## src/rtl/time_pkg.sv

```systemverilog
// Shared widths, mode constants, BCD hour limits, load FSM states and hour helpers
// for the time_keeper clock.
package time_pkg;

  localparam int unsigned ONES_W     = 4;
  localparam int unsigned HR_TENS_W  = 2;
  localparam int unsigned MIN_TENS_W = 3;

  localparam bit MODE_12 = 1'b0;
  localparam bit MODE_24 = 1'b1;

  localparam logic [ONES_W-1:0]     DIGIT_MAX     = 4'd9;
  localparam logic [MIN_TENS_W-1:0] MIN_TENS_MAX  = 3'd5;
  localparam logic [HR_TENS_W-1:0]  HR24_TENS_MAX = 2'd2;
  localparam logic [ONES_W-1:0]     HR24_ONES_MAX = 4'd3;
  localparam logic [HR_TENS_W-1:0]  HR12_TENS_MAX = 2'd1;
  localparam logic [ONES_W-1:0]     HR12_ONES_MAX = 4'd2;

  typedef enum logic {
    LD_IDLE  = 1'b0,
    LD_CHECK = 1'b1
  } load_state_e;

  typedef struct packed {
    logic [HR_TENS_W-1:0] tens;
    logic [ONES_W-1:0]    ones;
  } hour_t;

  localparam hour_t HR24_RESET     = '{tens: 2'd0, ones: 4'd0};
  localparam hour_t HR12_RESET     = '{tens: 2'd1, ones: 4'd2};
  localparam hour_t HR24_LAST      = '{tens: 2'd2, ones: 4'd3};
  localparam hour_t HR_BEFORE_NOON = '{tens: 2'd1, ones: 4'd1};

  // Next BCD hour with mode wrap: 23->00 or 12->01.
  function automatic hour_t hour_next(input hour_t h, input bit mode_24h);
    hour_t n;
    n = h;
    if (mode_24h == MODE_24 && h == HR24_LAST) begin
      n = HR24_RESET;
    end else if (mode_24h == MODE_12 && h == HR12_RESET) begin
      n.tens = 2'd0;
      n.ones = 4'd1;
    end else if (h.ones == DIGIT_MAX) begin
      n.tens = h.tens + 2'd1;
      n.ones = 4'd0;
    end else begin
      n.ones = h.ones + 4'd1;
    end
    return n;
  endfunction

  function automatic logic hour_valid(input hour_t h, input bit mode_24h);
    if (h.ones > DIGIT_MAX) return 1'b0;
    if (mode_24h == MODE_24)
      return (h.tens < HR24_TENS_MAX) ||
             (h.tens == HR24_TENS_MAX && h.ones <= HR24_ONES_MAX);
    return (h.tens == 2'd0 && h.ones != 4'd0) ||
           (h.tens == HR12_TENS_MAX && h.ones <= HR12_ONES_MAX);
  endfunction

endpackage

```

## src/rtl/bcd_mod60.sv

```systemverilog
// BCD minute counter 00-59 with enable, synchronous load (priority) and carry at 59.
module bcd_mod60
  import time_pkg::*;
(
  input  logic                  clk256,
  input  logic                  reset_n,
  input  logic                  en,
  input  logic                  load,
  input  logic [MIN_TENS_W-1:0] load_tens,
  input  logic [ONES_W-1:0]     load_ones,
  output logic [MIN_TENS_W-1:0] tens,
  output logic [ONES_W-1:0]     ones,
  output logic                  carry_c
);

  assign carry_c = en && (tens == MIN_TENS_MAX) && (ones == DIGIT_MAX);

  always_ff @(posedge clk256 or negedge reset_n) begin
    if (!reset_n) begin
      tens <= '0;
      ones <= '0;
    end else if (load) begin
      tens <= load_tens;
      ones <= load_ones;
    end else if (en) begin
      if (ones == DIGIT_MAX) begin
        ones <= '0;
        tens <= (tens == MIN_TENS_MAX) ? '0 : tens + 3'd1;
      end else begin
        ones <= ones + 4'd1;
      end
    end
  end

endmodule

```

## src/rtl/time_keeper.sv

```systemverilog
// Wall-clock time keeper: BCD hours/minutes advanced by a synchronised minute
// level, with set-mode increments and a validated load handshake.
module time_keeper
  import time_pkg::*;
#(
  parameter bit MODE_24H = MODE_24
) (
  input  logic                  clk256,
  input  logic                  reset_n,
  input  logic                  one_minute,
  input  logic                  hold,
  input  logic                  inc_min,
  input  logic                  inc_hour,
  input  logic                  load_valid,
  output logic                  load_ready,
  input  logic [5:0]            load_hr,
  input  logic [6:0]            load_min,
  input  logic                  load_pm,
  output logic [HR_TENS_W-1:0]  hr_tens,
  output logic [ONES_W-1:0]     hr_ones,
  output logic [MIN_TENS_W-1:0] min_tens,
  output logic [ONES_W-1:0]     min_ones,
  output logic                  pm,
  output logic                  minute_tick,
  output logic                  day_tick,
  output logic                  load_err
);

  logic        sync1, sync2, prev, armed;
  logic [1:0]  fill;
  logic        tick_c;
  load_state_e state, state_next;
  logic        accept_c, load_write_c, load_bad_c, fields_ok_c;
  logic        pending, adv_c, defer_c;
  logic        min_en_c, min_carry_c, hr_step_c, day_c;
  hour_t       hr, hr_next_c, cap_hr;
  logic [MIN_TENS_W-1:0] cap_min_tens;
  logic [ONES_W-1:0]     cap_min_ones;
  logic        cap_pm;

  // Synchroniser + edge detect; armed only after a low level is seen, so a level
  // already high at reset release does not count as an edge.
  always_ff @(posedge clk256 or negedge reset_n) begin
    if (!reset_n) begin
      sync1 <= 1'b0;
      sync2 <= 1'b0;
      prev  <= 1'b0;
      fill  <= 2'b00;
      armed <= 1'b0;
    end else begin
      sync1 <= one_minute;
      sync2 <= sync1;
      prev  <= sync2;
      fill  <= {fill[0], 1'b1};
      armed <= armed | (fill[1] & ~sync2);
    end
  end

  assign tick_c = sync2 & ~prev & armed;

  always_ff @(posedge clk256 or negedge reset_n) begin
    if (!reset_n) state <= LD_IDLE;
    else          state <= state_next;
  end

  assign fields_ok_c = hour_valid(cap_hr, MODE_24H) &&
                       (cap_min_tens <= MIN_TENS_MAX) && (cap_min_ones <= DIGIT_MAX);

  always_comb begin
    state_next   = state;
    accept_c     = 1'b0;
    load_write_c = 1'b0;
    load_bad_c   = 1'b0;
    case (state)
      LD_IDLE: begin
        if (load_valid) begin
          accept_c   = 1'b1;
          state_next = LD_CHECK;
        end
      end
      LD_CHECK: begin
        state_next = LD_IDLE;
        if (fields_ok_c) load_write_c = 1'b1;
        else             load_bad_c   = 1'b1;
      end
      default: state_next = LD_IDLE;
    endcase
  end

  always_ff @(posedge clk256 or negedge reset_n) begin
    if (!reset_n) begin
      cap_hr       <= '0;
      cap_min_tens <= '0;
      cap_min_ones <= '0;
      cap_pm       <= 1'b0;
    end else if (accept_c) begin
      cap_hr       <= hour_t'(load_hr);
      cap_min_tens <= load_min[6:4];
      cap_min_ones <= load_min[3:0];
      cap_pm       <= load_pm;
    end
  end

  // Ticks landing on acceptance or CHECK wait one slot and apply to the loaded time.
  assign defer_c = tick_c && !hold && (accept_c || state == LD_CHECK);
  assign adv_c   = (state == LD_IDLE) && !hold && ((tick_c && !accept_c) || pending);

  always_ff @(posedge clk256 or negedge reset_n) begin
    if (!reset_n)     pending <= 1'b0;
    else if (hold)    pending <= 1'b0;
    else if (defer_c) pending <= 1'b1;
    else if (adv_c)   pending <= 1'b0;
  end

  assign min_en_c  = adv_c || (hold && inc_min);
  assign hr_step_c = (adv_c && min_carry_c) || (hold && inc_hour);
  assign hr_next_c = hour_next(hr, MODE_24H);
  assign day_c     = adv_c && min_carry_c &&
                     ((MODE_24H == MODE_24) ? (hr == HR24_LAST) : (hr == HR_BEFORE_NOON && pm));

  bcd_mod60 u_minutes (
    .clk256    (clk256),
    .reset_n   (reset_n),
    .en        (min_en_c),
    .load      (load_write_c),
    .load_tens (cap_min_tens),
    .load_ones (cap_min_ones),
    .tens      (min_tens),
    .ones      (min_ones),
    .carry_c   (min_carry_c)
  );

  always_ff @(posedge clk256 or negedge reset_n) begin
    if (!reset_n) begin
      hr <= (MODE_24H == MODE_24) ? HR24_RESET : HR12_RESET;
      pm <= 1'b0;
    end else if (load_write_c) begin
      hr <= cap_hr;
      pm <= (MODE_24H == MODE_24) ? 1'b0 : cap_pm;
    end else if (hr_step_c) begin
      hr <= hr_next_c;
      if (MODE_24H == MODE_12 && hr == HR_BEFORE_NOON) pm <= ~pm;
    end
  end

  assign hr_tens = hr.tens;
  assign hr_ones = hr.ones;

  always_ff @(posedge clk256 or negedge reset_n) begin
    if (!reset_n) begin
      minute_tick <= 1'b0;
      day_tick    <= 1'b0;
      load_err    <= 1'b0;
      load_ready  <= 1'b1;
    end else begin
      minute_tick <= adv_c;
      day_tick    <= day_c;
      load_err    <= load_bad_c;
      load_ready  <= (state_next == LD_IDLE);
    end
  end

endmodule

```

## config.mk

```make
export PLATFORM = sky130hd
export DESIGN_NAME = time_keeper
export DESIGN_NICKNAME = d
export VERILOG_FILES = /design/src/rtl/time_pkg.sv /design/src/rtl/bcd_mod60.sv /design/src/rtl/time_keeper.sv
export SDC_FILE = /design/constraint.sdc
export NUM_CORES = 1
export LEC_CHECK = 0
export CORE_MARGIN = 2
export CORE_UTILIZATION = 25
export DETAILED_ROUTE_END_ITERATION = 16
export PLACE_DENSITY_LB_ADDON = 0.08
export SLEW_MARGIN = 20
export SYNTH_ARGS = -nofsm -noshare
export SYNTH_HDL_FRONTEND = slang
export SYNTH_SLANG_ARGS = --single-unit
```

## constraint.sdc

```tcl
create_clock -name clk256 -period 4.28 [get_ports clk256]
set_input_delay 0.856 -clock clk256 [delete_from_list [all_inputs] [get_ports clk256]]
set_output_delay 0.856 -clock clk256 [all_outputs]
set_load 0.005 [all_outputs]
```

* Word level (Yosys, flattened, before mapping)
Index checks and enable logic that the tools add are counted.
** Operators by class
- Reduce and logical (&&, ||, !) cells :: 33
- Bitwise gates (word level) :: 8
- Magnitude comparators :: 6
- $add $sub $neg :: 4
- Eq/ne operators :: 6
- Muxes and demuxes :: 27
** Operators with widths (number)
- $mux W6 :: 3
- $logic_and A1 B1 Y1 :: 16
- $mux W4 :: 4
- $mux W1 :: 14
- $mux W3 :: 4
- $add A4 B1 Y4 const B :: 2
- $eq A4 B4 Y1 const B :: 2
- $le A4 B2 Y1 const B :: 2
- $eq A6 B6 Y1 const B :: 1
- $logic_or A1 B1 Y1 :: 6
- $reduce_bool A2 Y1 :: 3
- $reduce_bool A3 Y1 :: 2
- $gt A4 B4 Y1 const B :: 1
- $le A4 B4 Y1 const B :: 1
- $not A1 Y1 :: 4
- $reduce_and A2 Y1 :: 2
- $reduce_bool A4 Y1 :: 1
- $add A3 B1 Y3 const B :: 1
- $and A1 B1 Y1 :: 3
- $eq A3 B3 Y1 const B :: 1
- $le A3 B3 Y1 const B :: 1
- $add A2 B1 Y2 const B :: 1
- $eq A2 B1 Y1 const B :: 1
- $eq A2 B2 Y1 const B :: 1
- other kinds (6) :: 7
** Word-level totals
- Logic and storage cells :: 103
- Flip-flop bits (word level) :: 38
- Bits of input ports :: 21
- Output and inout port bits :: 18

* Depth between registers and ports, before layout
- Depth in word-level cells :: 13
- Depth in mapped cells :: 7
- Depth with buffers taken out :: 7

* Cells and area by module
From an unflattened synthesis, not the netlist that was laid out.
** Unflattened totals
- Cells, all modules :: 152
- Area total of the unflattened synthesis :: 1732.9 sq um
** Modules (own cells, without submodules)
- time_keeper :: cells an instance 110, area an instance 1326.3 sq um, instances 1, sequential area each 777.0 sq um
- bcd_mod60 :: cells an instance 42, area an instance 406.6 sq um, instances 1, sequential area each 175.2 sq um

* Worst setup path before layout
Ideal clock, no wire load.
- Path kind :: input port to flip-flop
- From :: input load_valid
- To :: register hr (netlist bit hr_ones[1])
- Data required time :: 4.198 ns
- Slack :: 2.264 ns
- Buffers on the path :: 0
- Library setup time :: 0.082 ns
- Data arrival time :: 1.934 ns
- Stages on the path :: 5
- Path through :: nor3_2 -> a21oi_1 -> o21a_4 -> or3_1 -> a31oi_1
** Between the ends
- Word-level cells in the longest chain between the ends :: 12
** RTL lines
- start, declared :: line time_keeper.sv:14 : input logic load_valid,
- $mux W1 (*) :: line time_keeper.sv:76 : if (load_valid) begin
- $mux W1 (*) :: line time_keeper.sv:74 : case (state)
- $logic_not A1 Y1 (*) :: line time_keeper.sv:106 : assign adv_c = (state == LD_IDLE) && !hold && ((tick_c && !accept_c) || pending);
- $logic_and A1 B1 Y1 (*) :: line time_keeper.sv:106
- $logic_or A1 B1 Y1 (*) :: line time_keeper.sv:106
- $logic_and A1 B1 Y1 (*) :: line time_keeper.sv:106
- $logic_or A1 B1 Y1 :: line time_keeper.sv:115 : assign min_en_c = adv_c || (hold && inc_min);
- $logic_and A1 B1 Y1 (2 in a row) :: line bcd_mod60.sv:16 : assign carry_c = en && (tens == MIN_TENS_MAX) && (ones == DIGIT_MAX);
- $logic_and A1 B1 Y1 (*) :: line time_keeper.sv:116 : assign hr_step_c = (adv_c && min_carry_c) || (hold && inc_hour);
- $logic_or A1 B1 Y1 (*) :: line time_keeper.sv:116
- $reduce_bool A2 Y1 (no line) (*)
- end signal, assigned :: line time_keeper.sv:135 : hr <= (MODE_24H == MODE_24) ? HR24_RESET : HR12_RESET;
- end signal, assigned :: line time_keeper.sv:138 : hr <= cap_hr;
- end signal, assigned :: line time_keeper.sv:141 : hr <= hr_next_c;
- end, declared :: line time_keeper.sv:36 : hour_t hr, hr_next_c, cap_hr;
Every way passes the cells marked *; elsewhere a longest branch is shown, timed or not.
A chain may end at the register's enable or synchronous reset.

* Final worst setup path
- From :: input hold
- To :: register u_minutes.ones[1]
** Between the ends
- Word-level cells in the longest chain between the ends :: 5
- Elaborated cells between the ends (all ways) :: 6
** RTL lines
- start, declared :: line time_keeper.sv:11 : input logic hold,
- $logic_not A1 Y1 :: line time_keeper.sv:106
- $logic_and A1 B1 Y1 (2 in a row) :: line time_keeper.sv:106
- $logic_or A1 B1 Y1 (*) :: line time_keeper.sv:115
- $reduce_bool A2 Y1 (no line) (*)
- end signal, assigned :: line bcd_mod60.sv:24 : ones <= load_ones;
- end signal, assigned :: line bcd_mod60.sv:30 : ones <= ones + 4'd1;
- end, declared :: line bcd_mod60.sv:12 : output logic [ONES_W-1:0] ones,
Marked as above.

==> impl_metrics.yaml <==
run_status:
  status: "completed"
synth:
  yosysUniqueCellTypes: 45
  async_flop_share: 1.00
  yosysTopAreaCellShare: 0.528
  yosys_warnings: 0
  synth_edf_count: 0
  avgSynthCellArea_um2: 11.0
  syn_inst: 159
  yosysSeqAreaShare: 0.543
  syn_area_um2: 1750
  synth_common_cells: "37 x dfrtp_1, 14 x nor2_1, 12 x mux2_2, 11 x o21ai_0"
  ys_ff_latch: 38
  synth_area_leader_cell: "dfrtp_1"
  yosysMostFrequentCell: "dfrtp_1"
  ys.flop_type: "dfrtp_1"
  synth_nets: 182
  synth.area.top_cells: "dfrtp_1 53%, mux2_2 7.7%, o21ai_0 3.1%"
timing:
  period_needed_ns: 2.40
  setup_viol: 0
  rsz0062_at_grt: "false"
  final.setup.tns_ns: 0
  drv_slew: 0
  fin_crit_sh: 0.560
  tightest_slew_ns: 0.969
  slew_headroom: 0.352
  fin_skew_ns: 0.00560
  final-hold-violation-count: 0
  max_freq_ghz: 0.417
floorplan:
  core_area_um2: 6790
  die_h_um: 87.7
  die_x_um: 87.7
  rows: 30
  pin_count: 39
  initial_core_util: 0.258
  die-area_um2: 7700
clocking:
  clockRootBuffer: "clkbuf_8"
  cts_tree: "built"
  htree_num_levels: 2
  path_clk_slew_ns: 0.08
  ctsHoldBuffers: 0
  cts_setup_buffers: 0
  cts.sinks: 38
  cts.repair.resized: 0
  clockBufferDepth: 2
  clk_latency_ns: 0.29
  numCtsBuffers: 5
global_route:
  grt.overflow.total: 0
  grt_pass1_wl_um: 6780
  grt_pass1_vias: 1389
  grt_util_all_layers: 0.114
  antenna_found_initial: 0
  grt_start_max_net_pins: 39
setup_path:
  reg2reg_slack_ns: 2.09
  critical_path_class: "primary input to flop"
  worst-path-max-fanout: 7
  worstSetupStartpointType: "primary input"
  critPathArrivalTime_ns: 2.53
  cp-end-kind: "flop"
  crit_required_ns: 4.41
  timing.rr.start: "cap_min_ones[1]"
  r2r-end: "u_minutes.ones[3]"
  reg2reg_depth: 5
layout:
  num-fill-cells: 705
  area_delta_synth_final_pct: 31.6
  seq_area_um2: 952
  fin_nets: 221
  multi_input_area_um2: 747
  antenna_cells: 0
  layout-drive-gt1-share: 0.141
placement:
  dpl.hpwl_um: 2760
  io_buffer_count: 36
  gp_congestion: 0.714
route:
  firstDrtPassIters: 4
  vias: 1322
  drc: 0
  drt_iter0_markers: 87
  wire_per_inst_um: 13.2
  routed_wl_um: 3900
  antenna_left: 0
  vias_per_cell: 4.48
run:
  max_cap_violations: 0
min_path:
  worst_hold_startpoint: "fill[0]"
  min_path_type: "flop to flop"
  min_path_cells: 0
  whs_endpoint: "fill[1]"
power:
  irDropWorstVdd_mv: 0.154
  p_leak_nw: 0.928
  power_density_nw_per_um2: 513
  fin_total_pwr_mw: 1.18
## layout by cell type (no fill, tap or decap), types with 2 or more instances in the layout
cell type        instances
clkbuf_8                 6
nor3_1                   2
nor2_1                  14
o21ai_0                 11
xor2_1                   2
a31oi_1                  6
nand3_1                  4
mux2i_1                  2
a21oi_1                  7
inv_1                    8
conb_1                   2
ha_1                     2
nand2_1                  8
dfrtp_1                 37
nand3b_1                 3
mux2_2                  12
o211ai_1                 3
or3_1                    3
nor2b_1                  4
clkdlybuf4s50_1         35
## worst max-delay path by stage
stage | from | to | slack (ns) | cells past startpoint
finish | hold | u_minutes.ones[1] | 1.88 | 6
CTS | hold | u_minutes.ones[1] | 1.87 | 6
floorplan | load_valid | hr_ones[1] | 2.26 | 5
detailed placement | hold | u_minutes.ones[1] | 1.56 | 6
global placement | hold | u_minutes.ones[1] | 1.58 | 6
global route | hold | u_minutes.ones[1] | 1.76 | 6
## kinds of logic after synthesis
| kind of cell | Yosys count | share of synthesized area |
|---|---|---|
| AO/OA/AOI/OAI | 36 | 0.134 |
| XOR/XNOR | 3 | 0.0150 |
| adder cells (fa/ha/maj) | 2 | 0.0143 |
| buffers and inverters | 13 | 0.0307 |
| flip-flops | 38 | 0.543 |
| multiplexers | 14 | 0.0885 |
| other | 2 | 0.00428 |
| AND/OR/NAND/NOR | 51 | 0.170 |
## per-stage QoR
| step | cell area (um2) | utilization | hold WS [ns] | cells | setup WS, ns |
|---|---|---|---|---|---|
| 6_report | 2310 | 0.340 | 0.351 | 295 | 1.88 |
| 5_1_grt | 2310 | 0.340 | 0.361 | 295 | 1.76 |
| 4_1_cts | 2310 | 0.340 | 0.354 | 295 | 1.87 |
| 3_5_place_dp | 2210 | 0.326 | 0.336 | 287 | 1.56 |
| 3_3_place_gp | 2210 | 0.326 | 0.334 | 287 | 1.58 |
| 2_1_floorplan | 1750 | - | 0.331 | 159 | 2.26 |
## flip-flops by register name (all words and copies together) (netlist names), 2 cells and up
name	flops
cap_hr	6
cap_min_ones	4
hr_ones	4
u_minutes.ones	4
cap_min_tens	3
u_minutes.tens	3
fill	2
hr_tens	2
## where the power goes
part           switching [mW]  internal [mW]  leakage (nW)
clock                   0.129          0.129        0.0472
sequential              0.108          0.442         0.444
combinational           0.142          0.233         0.437
## routing by layer
layer / vias to the layer above / track usage / wire [um]
li1: 636 / - / -
met1: 650 / 0.160 / 1900
met2: 32 / 0.166 / 1780
met3: 4 / 0.0358 / 185
met4: 0 / 0.0420 / 39
met5: - / 0 / 0
## worst max-delay path, cell delays in order
cell             delay [ns]
clkdlybuf4s50_1        0.60
nor3_2                 0.08
a221oi_2               0.51
or2b_1                 0.20
mux2i_1                0.20
a21oi_1                0.08
## cell type report
| cell class | count | share of cell area |
|---|---|---|
| clock inverter | 2 | 0.00542 |
| clock buffer | 6 | 0.0358 |
| multi-input combinational | 108 | 0.324 |
| inverter | 8 | 0.0130 |
| sequential | 38 | 0.413 |
| tap | 96 | 0.0521 |
| timing repair buffer | 37 | 0.157 |
Power figures use the tool's default switching activity.
